==> src/rtl/id_ex_stage.sv <==
// id_ex_stage: RV32I decode-to-execute stage.
// Drives register file read addresses, selects operands with write-back bypass,
// builds the sign-extended immediate, detects load-use hazards and registers
// the decoded instruction into the ID/EX pipeline register.
// Ports:
//   Clk, Rst                        clock, synchronous active-low reset
//   if_id_valid/pc/instr            instruction currently in decode
//   rf_read1/2 -> rf_data1/2        register file read addresses / data
//   wb_wen, wb_rd, wb_data          write-back port used for bypass
//   ex_flush                        taken branch/jump in EX, kills decode
//   stall_out                       combinational load-use stall to IF/ID
//   ex_*                            registered ID/EX pipeline fields
module id_ex_stage (
    input  logic        Clk,
    input  logic        Rst,
    input  logic        if_id_valid,
    input  logic [31:0] if_id_pc,
    input  logic [31:0] if_id_instr,
    output logic [4:0]  rf_read1,
    output logic [4:0]  rf_read2,
    input  logic [31:0] rf_data1,
    input  logic [31:0] rf_data2,
    input  logic        wb_wen,
    input  logic [4:0]  wb_rd,
    input  logic [31:0] wb_data,
    input  logic        ex_flush,
    output logic        stall_out,
    output logic        ex_valid,
    output logic [31:0] ex_pc,
    output logic [31:0] ex_rs1_val,
    output logic [31:0] ex_rs2_val,
    output logic [31:0] ex_imm,
    output logic [4:0]  ex_rs1,
    output logic [4:0]  ex_rs2,
    output logic [4:0]  ex_rd,
    output logic [6:0]  ex_opcode,
    output logic [2:0]  ex_funct3,
    output logic        ex_funct7b5,
    output logic        ex_is_load,
    output logic        ex_reg_wen
);

    localparam int unsigned XLEN  = 32;
    localparam int unsigned REG_W = 5;

    localparam logic [6:0] OP_LOAD   = 7'b0000011;
    localparam logic [6:0] OP_IMM    = 7'b0010011;
    localparam logic [6:0] OP_AUIPC  = 7'b0010111;
    localparam logic [6:0] OP_STORE  = 7'b0100011;
    localparam logic [6:0] OP_REG    = 7'b0110011;
    localparam logic [6:0] OP_LUI    = 7'b0110111;
    localparam logic [6:0] OP_BRANCH = 7'b1100011;
    localparam logic [6:0] OP_JALR   = 7'b1100111;
    localparam logic [6:0] OP_JAL    = 7'b1101111;

    typedef enum logic {RUN, BUBBLE} state_t;
    state_t state;

    logic [6:0]       opcode;
    logic [REG_W-1:0] rs1, rs2, rd;
    logic [XLEN-1:0]  imm, rs1_val, rs2_val;
    logic             rs1_used, rs2_used, reg_wen_d, is_load_d, hazard;

    // Field extraction, immediate generation and per-opcode control decode
    always_comb begin
        opcode    = if_id_instr[6:0];
        rd        = if_id_instr[11:7];
        rs1       = if_id_instr[19:15];
        rs2       = if_id_instr[24:20];
        imm       = '0;
        rs1_used  = 1'b1;
        rs2_used  = 1'b0;
        reg_wen_d = 1'b0;
        is_load_d = 1'b0;
        case (opcode)
            OP_LOAD: begin
                imm       = {{20{if_id_instr[31]}}, if_id_instr[31:20]};
                reg_wen_d = 1'b1;
                is_load_d = 1'b1;
            end
            OP_IMM, OP_JALR: begin
                imm       = {{20{if_id_instr[31]}}, if_id_instr[31:20]};
                reg_wen_d = 1'b1;
            end
            OP_STORE: begin
                imm      = {{20{if_id_instr[31]}}, if_id_instr[31:25], if_id_instr[11:7]};
                rs2_used = 1'b1;
            end
            OP_BRANCH: begin
                imm      = {{19{if_id_instr[31]}}, if_id_instr[31], if_id_instr[7],
                            if_id_instr[30:25], if_id_instr[11:8], 1'b0};
                rs2_used = 1'b1;
            end
            OP_REG: begin
                rs2_used  = 1'b1;
                reg_wen_d = 1'b1;
            end
            OP_LUI, OP_AUIPC: begin
                imm       = {if_id_instr[31:12], 12'b0};
                rs1_used  = 1'b0;
                reg_wen_d = 1'b1;
            end
            OP_JAL: begin
                imm       = {{11{if_id_instr[31]}}, if_id_instr[31], if_id_instr[19:12],
                             if_id_instr[20], if_id_instr[30:21], 1'b0};
                rs1_used  = 1'b0;
                reg_wen_d = 1'b1;
            end
            default: ;
        endcase
        // x0 is never written, so it never counts as a destination
        if (rd == '0)
            reg_wen_d = 1'b0;
    end

    // Operand select: x0 reads zero, a same-cycle write-back wins over the RF
    always_comb begin
        if (rs1 == '0)
            rs1_val = '0;
        else if (wb_wen && (wb_rd == rs1))
            rs1_val = wb_data;
        else
            rs1_val = rf_data1;

        if (rs2 == '0)
            rs2_val = '0;
        else if (wb_wen && (wb_rd == rs2))
            rs2_val = wb_data;
        else
            rs2_val = rf_data2;
    end

    assign rf_read1 = rs1;
    assign rf_read2 = rs2;

    // Load in EX whose destination is a source of the instruction in decode
    assign hazard = if_id_valid && ex_valid && ex_is_load && (ex_rd != '0) &&
                    ((rs1_used && (ex_rd == rs1)) || (rs2_used && (ex_rd == rs2)));
    assign stall_out = hazard && !ex_flush;

    // ID/EX register and RUN/BUBBLE tracking; flush beats stall beats load
    always_ff @(posedge Clk) begin
        if (!Rst) begin
            state       <= RUN;
            ex_valid    <= 1'b0;
            ex_pc       <= '0;
            ex_rs1_val  <= '0;
            ex_rs2_val  <= '0;
            ex_imm      <= '0;
            ex_rs1      <= '0;
            ex_rs2      <= '0;
            ex_rd       <= '0;
            ex_opcode   <= '0;
            ex_funct3   <= '0;
            ex_funct7b5 <= 1'b0;
            ex_is_load  <= 1'b0;
            ex_reg_wen  <= 1'b0;
        end else begin
            case (state)
                RUN:     state <= stall_out ? BUBBLE : RUN;
                BUBBLE:  state <= RUN;
                default: state <= RUN;
            endcase
            if (ex_flush || stall_out) begin
                ex_valid   <= 1'b0;
                ex_is_load <= 1'b0;
                ex_reg_wen <= 1'b0;
            end else begin
                ex_valid    <= if_id_valid;
                ex_pc       <= if_id_pc;
                ex_rs1_val  <= rs1_val;
                ex_rs2_val  <= rs2_val;
                ex_imm      <= imm;
                ex_rs1      <= rs1;
                ex_rs2      <= rs2;
                ex_rd       <= rd;
                ex_opcode   <= opcode;
                ex_funct3   <= if_id_instr[14:12];
                ex_funct7b5 <= if_id_instr[30];
                ex_is_load  <= is_load_d && if_id_valid;
                ex_reg_wen  <= reg_wen_d && if_id_valid;
            end
        end
    end

endmodule

==> config.mk <==
export PLATFORM = sky130hd
export DESIGN_NAME = id_ex_stage
export DESIGN_NICKNAME = d
export VERILOG_FILES = /design/src/rtl/id_ex_stage.sv
export SDC_FILE = /design/constraint.sdc
export NUM_CORES = 1
export LEC_CHECK = 0
export BUFFER_PORTS_ARGS = -buffer_cell sky130_fd_sc_hd__buf_4
export CORE_MARGIN = 2
export CORE_UTILIZATION = 29
export CTS_BUF_LIST = sky130_fd_sc_hd__clkbuf_4 sky130_fd_sc_hd__clkbuf_8 sky130_fd_sc_hd__clkbuf_16
export CTS_CLUSTER_DIAMETER = 30
export CTS_CLUSTER_SIZE = 24
export DETAILED_ROUTE_END_ITERATION = 8
export GPL_TIMING_DRIVEN = 0
export HOLD_SLACK_MARGIN = 0.06
export PLACE_DENSITY = 0.55
export SYNTH_ARGS = -nofsm -noshare
export SYNTH_HDL_FRONTEND = slang
export SYNTH_SLANG_ARGS = --single-unit
==> constraint.sdc <==
create_clock -name Clk -period 6.15 [get_ports Clk]
set_input_delay 1.23 -clock Clk [delete_from_list [all_inputs] [get_ports Clk]]
set_output_delay 1.23 -clock Clk [all_outputs]
set_load 0.01 [all_outputs]
# --- Yosys cells after proc, flatten, opt, wreduce, memory -nomap -nowiden ---
# Cells that the tools add are included.
op_classes:
  eq_ne: 13
  n_reduce_logical: 24
  bitwise: 1
  muxes: 10
ops:
  columns: ["operator", "count"]
  rows:
  - ["$pmux 32 s5", 1]
  - ["$mux 32", 4]
  - ["$eq 7x6->1 const B", 3]
  - ["$eq 7x7->1 const B", 3]
  - ["$eq 5x5->1", 4]
  - ["$logic_not 5->1", 3]
  - ["$eq 7x5->1 const B", 2]
  - ["$logic_and 1x1->1", 11]
  - ["$reduce_or 3->1", 3]
  - ["$eq 7x2->1 const B", 1]
  - ["$reduce_or 7->1", 1]
  - ["$mux 1", 5]
  - ["$reduce_bool 5->1", 1]
  - ["$reduce_or 2->1", 2]
  - ["$logic_or 1x1->1", 2]
  - ["$logic_not 1->1", 1]
  - ["$not 1->1", 1]
totals:
  register_bits: 157
  in_bits: 170
  wordCells: 61
  output_inout_bits: 168

# --- Depth between registers and ports, before layout ---
# Gate-level depths: netlist of run 1.
depth:
  word_depth: 9
  ltp_mapped: 9

# --- Least setup slack after synthesis of run 1 ---
# OpenSTA, ideal clock, no wires.
synth_timing:
  kind: "input -> output"
  start: "input port if_id_instr[6]"
  end: "output port stall_out"
  stages: 7
  t_arrival_ns: 2.338
  path_slack_ns: 2.582
  cell_sequence: "or3b_1 > buf_2 > a21oi_1 > clkbuf_1 > nor3_1 > nor2_1 > nor3_1"
synth_via:
  elab_chain_cells: 7
synth_lines:
  columns: ["element", "line_no", "text"]
  rows:
  - ["start: declaration", "18", "input logic [31:0] if_id_instr,"]
  - ["$eq 7x7->1, or another cell as far along", "75", "case (opcode)"]
  - ["$reduce_or 3->1 (no line)", null, null]
  - ["$mux 1", "75", null]
  - ["$logic_and 1x1->1", "138", "((rs1_used && (ex_rd == rs1)) || (rs2_used && (ex_rd == rs2)));"]
  - ["$logic_or 1x1->1 (*)", "138", null]
  - ["$logic_and 1x1->1 (*)", "137", "assign hazard = if_id_valid && ex_valid && ex_is_load && (ex_rd != '0) &&"]
  - ["$logic_and 1x1->1 (*)", "139", "assign stall_out = hazard && !ex_flush;"]
  - ["end: declaration", "27", "output logic stall_out,"]
# Every way passes the cells marked *; elsewhere a longest branch is shown, timed or not.

# --- Worst setup path in the final report of run 1 ---
layout_timing:
  start: "input port if_id_instr[3]"
  end: "output port stall_out"
# Same word-level chain as after synthesis.

==> results of run 1 <==
[layer usage]
| layer | up-vias | track usage (%) |
|---|---|---|
| li1 | 3965 | - |
| met1 | 3721 | 24.4 |
| met2 | 294 | 37.7 |
| met4 | 0 | 7.21 |
| met5 | - | 0 |
| met3 | 49 | 7.79 |
[logic make-up after synthesis]
group	after synthesis	synth area share [%]
simple gates	353	20.3
xor+xnor	20	2.19
buf+inv	103	5.80
mux	154	19.3
compound gates	169	13.2
flops	157	39.2
[worst min path at each step]
stage / endpoint / startpoint
after floorplan: ex_funct3[0] / ex_funct3[0]
after global placement: ex_pc[3] / ex_pc[3]
after detailed placement: ex_pc[7] / ex_pc[7]
after CTS: ex_pc[7] / ex_pc[7]
after global routing: ex_pc[7] / ex_pc[7]
final: ex_pc[7] / ex_pc[7]
[worst max-delay path: cells and delay by family]
kind	cells	cell delay [ns]
buf+inv	4	0.82
compound gates	1	0.20
simple gates	4	0.67
[flip-flops by register name, summed over array words and instances, names as in the netlist]
signal	count
ex_funct7b5	1
ex_opcode	7
ex_valid	1
ex_rd	5
ex_reg_wen	1
ex_funct3	3
ex_rs1	5
ex_rs2_val	32
ex_imm	32
ex_pc	32
ex_is_load	1
ex_rs2	5
ex_rs1_val	32
[synthesized netlist by cell type, types with 8 or more instances]
library cell and number:
nand2_1 229, dfxtp_1 157, mux2i_1 154, o21ai_0 87, a21boi_0 66, clkbuf_1 64, and3_1 62, and2_1 17
buf_2 14, buf_4 12, xnor2_1 12, inv_1 11, nor3_1 9, xor2_1 8
[power breakdown]
part / internal, mW / total (mW) / switching [mW] / leakage (nW)
clock network: 0.623 / 1.09 / 0.472 / 0.286
registers: 1.07 / 1.10 / 0.0332 / 1.29
logic: 0.232 / 0.481 / 0.249 / 3.94
total: 1.92 / 2.68 / 0.754 / 5.51
[cell type report]
cell class,instances,area share [%]
clock inverters,11,1.17
multi-input cells,696,38.2
clock buffers,20,3.93
repair buffers,336,21.8
inverters,11,0.357
flip-flops and latches,157,27.2
plain buffers,92,3.66
well taps,341,3.69
[per-stage QoR]
stage / utilization [%] / total power, mW / std cells / worst slack (ns)
6_report: 42.8 / 2.68 / 1664 / 2.00
5_1_grt: 42.8 / 2.79 / 1664 / 1.86
4_1_cts: 42.8 / 2.70 / 1664 / 2.05
3_5_place_dp: 40.6 / 1.61 / 1633 / 2.04
3_3_place_gp: 40.5 / 1.61 / 1631 / 1.49
2_1_floorplan: - / 1.34 / 956 / 2.58
==> summary.txt, run 1 <==
Finish
  • Most common library cell in the layout ignoring fill and taps: buf_4
  • Multi-input gate area in the final layout: about 4400 µm²
  • Register Area: between 3000 and 4000 µm²
  • Most frequent cells in the layout: buf_4 (348), nand2_1 (229), dfxtp_1 (157)
  • Fraction of layout cells with a size suffix above 1: 30.3%
  • NumNets Final: about 1500
  • Synthesis-to-finish area growth: 44.3%
  • Post-route cell area: between 10000 and 15000 µm²
  • Diodes inserted: 0
  • Fill cell count: between 2000 and 3000

Synthesis
  • Synth Register Bits: roughly 160
  • Post-synth EDFFs: 0
  • Asr flop ratio synth: 0%
  • Primary FF master, synth: dfxtp_1
  • Syn Area/Cell: 8.38 µm²
  • Synthesized cell area: between 8000 and 9000 µm²
  • Largest cells by area after synthesis: dfxtp_1 (39%), mux2i_1 (19%), nand2_1 (11%), a21boi_0 (6.2%), o21ai_0 (5.4%)
  • Syn nets: approximately 1100
  • Sequential fraction of the synthesis area: 39.3%
  • Yosys warns: 0
  • Gate Count Post-Synth: 956
  • Post-synth top area cell: dfxtp_1
  • Synth top area share: between 30% and 40%
  • Unique masters post-synth: 39

Setup path
  • Critical Path Sink: stall_out
  • Critical path data required time: around 5 ns
  • Max stage delay on crit path: approximately 0.37 ns
  • Worst R2R End: ex_rs1[0]
  • CP cell instances: buf_4 -> or3b_1 -> buf_2 -> a21oi_1 -> clkbuf_1 -> nor3_1 -> nor2_1 -> nor3_1 -> buf_4
  • Cell with the largest stage delay on the worst path: clkbuf_1
  • Reg2reg start: ex_rd[0]
  • Crit end category: output pin
  • Critical path class: in -> out
  • Crit path max fanout: 10
  • Crit. Startpoint: if_id_instr[3]
  • Worst EP arrival: ~2.9 ns
  • R2R Setup Slk: between 3 and 4 ns
  • Worst r2r path cells: 7
  • Critical path startpoint category: input pin

Routing
  • Vias per cell: between 4 and 5
  • DR WL/cell: ~19 µm
  • Drt initial violations: roughly 300
  • Met3 routed WL: 2.92 mm
  • Top Metal Used: met4
  • DR vias: about 8000
  • Final ANT Viol Nets: 0
  • # DRC: 0
  • Drt pass-1 iters: 7
  • Post-Route WL: around 32 mm
  • Routed wire length on met2: around 15 mm
  • Wl on met1: between 10 and 15 mm

STA
  • Final Hold Fails: 0
  • Final-report setup violation count: 0
  • RSZ-0062 raised after global routing: no
  • Worst slew pin tran: 0.904 ns
  • Clk_skew: around 0.012 ns
  • Hold WS: approximately 0.45 ns
  • Min cycle time layout: 4.15 ns
  • Worst slew margin: 39.2%
  • Final period utilization: between 60 and 70%
  • Fmax: 0.241 GHz
  • Setup TNS: 0 ns
  • Pins over their slew limit: 0

Hold path
  • Hold WC Path Type: reg -> reg
  • Worst hold path cell count: 2

CTS
  • Post-CTS Setup Bufs: 0
  • Post-cts hold buffer count: 0
  • Worst-skew pair later-pin latency: 0.43 ns
  • Clock buffer depth: 2
  • Post-cts resize count: 0
  • # H-tree levels: 4
  • CTS tree: yes
  • CTS root buf: clkbuf_16
  • Sink Count: 157
  • Worst-path clk slew: ~0.070 ns
  • Num CTS Buffers: 17

Floorplanning
  • Die Wd: ~170 µm
  • Standard-cell rows: 60
  • Core Area: 27000 µm²
  • Die span in y: approximately 170 µm
  • Starting utilization of the core area: between 20% and 30%
  • Die area: 29000 µm²
  • IO Pins: 338

Placement
  • Post-DP Area: about 11000 µm²
  • DP HPWL: around 25 mm
  • Gpl congestion: ~0.84
  • I/O Buffers: around 330

Run status
  • Status: finished clean

Power
  • Peak supply drop: between 0.1 and 0.15 mV
  • Cell Pwr Density: around 230 nW/µm²
  • P_leak: between 5 and 6 nW

Global routing
  • Total track usage: 21.6%
  • First-pass GRT wire length: between 40 and 50 mm
  • Vias in the first global route: 8163
  • Overflow after GRT: 0
  • Antenna violations before repair: 0
  • Pin count of the biggest net entering global routing: 17

Flow run
  • Max Cap Viol: 0
Note: power is estimated with default switching activity, not from simulation.
==> inputs of run 2 (changes only) <==
- PLACE_DENSITY: 0.55 -> 0.57
- clock period: 6.15 -> 3.6 ns (I/O delays scaled with it)
==> run 2 against run 1 <==
Effect of this change:
- critical endpoint unchanged
- wire length decreased by 0.14%
- final cell count about the same
- utilization up 0.33 points
- clock power up 96%
- critical path depth did not move
- sequential cell count stayed put
- via count is essentially flat
- global-route usage decreased by 0.23 points
- first-iteration DRC count decreased by 7.5%
- design area grew 0.78%
- sequential share of layout area is 0.21 points lower
==> summary.txt, run 2 (synthesis gave the netlist of run 1 again) <==
Run status
  • Status: finished clean

Power
  • Cell Pwr Density: between 400 and 500 nW/µm²
  • P_leak: 5.56 nW
  • Pwr Total: 4.85 mW
  • Peak supply drop: 0.244 mV

STA
  • Final period utilization: between 80% and 90%
  • Worst slew margin: 38.3%
  • RSZ-0062 raised after global routing: no
  • Min cycle time layout: just over 3 ns
  • Pins over their slew limit: 0
  • Fmax: ~0.32 GHz
  • Final Hold Fails: 0
  • Final-report setup violation count: 0
  • Clk_skew: ~0.016 ns
  • Worst slew pin tran: approximately 0.9 ns
  • Final worst setup slack: about 0.50 ns
  • Hold WS: approximately 0.46 ns

Placement
  • I/O Buffers: between 300 and 400
  • DP Cell Count: between 1500 and 2000
  • Post-DP Area: 11000 µm²
  • Pre-CTS setup slack: 0.368 ns
  • Gpl congestion: approximately 0.84
  • DP HPWL: around 25 mm

CTS
  • Post-cts resize count: 0
  • Sink Count: roughly 160
  • Worst-path clk slew: ~0.060 ns
  • Worst-skew pair later-pin latency: 0.43 ns
  • CTS root buf: clkbuf_16
  • Clock buffer depth: 2
  • Post-cts hold buffer count: 0
  • Num CTS Buffers: 17
  • # H-tree levels: 4
  • CTS tree: yes
  • Post-CTS Setup Bufs: 0

Finish
  • Non-Filler Instances: 1665
  • Most frequent cells in the layout: buf_4 (348), nand2_1 (229), dfxtp_1 (157)
  • Most common library cell in the layout ignoring fill and taps: buf_4
  • Diodes inserted: 0
  • Synthesis-to-finish area growth: 45.5%
  • Fill cell count: 2851
  • Post-route cell area: about 12000 µm²
  • Fraction of layout cells with a size suffix above 1: a little under a third
  • NumNets Final: ~1500

Global routing
  • First-pass GRT wire length: about 47 mm
  • Overflow after GRT: 0
  • Antenna violations before repair: 1
  • Vias in the first global route: just over 8000
  • Total track usage: a little over a fifth
  • Pin count of the biggest net entering global routing: 17

Flow run
  • Max Cap Viol: 0

Setup path
  • Critical path startpoint category: input pin
  • Critical path class: in -> out
  • Worst EP arrival: around 2.4 ns
  • Crit end category: output pin
  • Crit path max fanout: 10
  • Critical path data required time: about 2.9 ns

Routing
  • Final ANT Viol Nets: 0
  • DR WL/cell: about 19 µm
  • # DRC: 0
  • Drt pass-1 iters: 4
  • DR vias: between 8000 and 9000
  • Vias per cell: between 4 and 5
  • Drt initial violations: roughly 290
  • Post-Route WL: about 32 mm

Floorplanning
  • Standard-cell rows: 60
  • Starting utilization of the core area: 29.6%
  • Die Wd: 170 µm
  • IO Pins: about 340
  • Die span in y: ~170 µm
  • Core Area: about 27000 µm²
  • Die area: a little under 30000 µm²

Hold path
  • Hold WC Path Type: reg -> reg
==> run 2: cell types whose count changed in the layout (fill, tap and decap cells not counted), sizes merged <==
| cell | before | now |
|---|---|---|
| bufinv | 2 | 6 |
| clkinv | 4 | 2 |
| clkinvlp | 2 | 0 |
| inv | 14 | 15 |
==> run 2: per-stage QoR <==
step,setup TNS (ns),utilization [%]
final,0,43.1
after global routing,0,43.1
after CTS,0,43.1
after detailed placement,0,40.6
after global placement,-12.05,40.5
after floorplan,0,-
==> run 2: per-layer routing <==
layer  vias to the layer above  share of wire, %  GRT usage, %
met5                         -             0.038             0
met4                         2               1.6          5.72
met3                        36               8.6          7.07
met2                       285                49          37.8
met1                      3743                41          24.7
li1                       3957                 -             -
==> run 2: path summary, 6_finish.rpt <==
kind | startpoint | to | slack [ns] | cells past startpoint
worst max register to register | ex_rd[0] | ex_rs2[1] | 0.90 | 7
worst max-delay path | if_id_instr[3] | stall_out | 0.50 | 9
worst min-delay path | ex_rs2[4] | ex_rs2[4] | 0.46 | 2
worst min register to register | ex_rs2[4] | ex_rs2[4] | 0.46 | 2
==> run 2: worst max-delay path, stage by stage <==
cell and delay (ns):
buf_4 0.14, or3b_1 0.34, buf_2 0.16, a21oi_1 0.19, clkbuf_1 0.37, nor3_1 0.11
nor2_1 0.11, nor3_1 0.08, buf_4 0.15
==> run 2: layout make-up <==
cell class,instances,area (µm²),area share [%]
Timing Repair Buffer,336,2520,21.7
Inverter,11,41.3,0.354
Clock inverter,12,231,1.99
Buffer,92,423,3.63
Tap cell,341,427,3.66
Sequential cell,157,3140,27.0
Multi-Input combinational cell,696,4410,37.9
Clock buffer,20,448,3.85
==> run 2: report_power, final <==
| group | switching (mW) | internal (mW) |
|---|---|---|
| clock | 0.807 | 1.34 |
| combinational | 0.426 | 0.396 |
| sequential | 0.0546 | 1.83 |
| total | 1.29 | 3.56 |
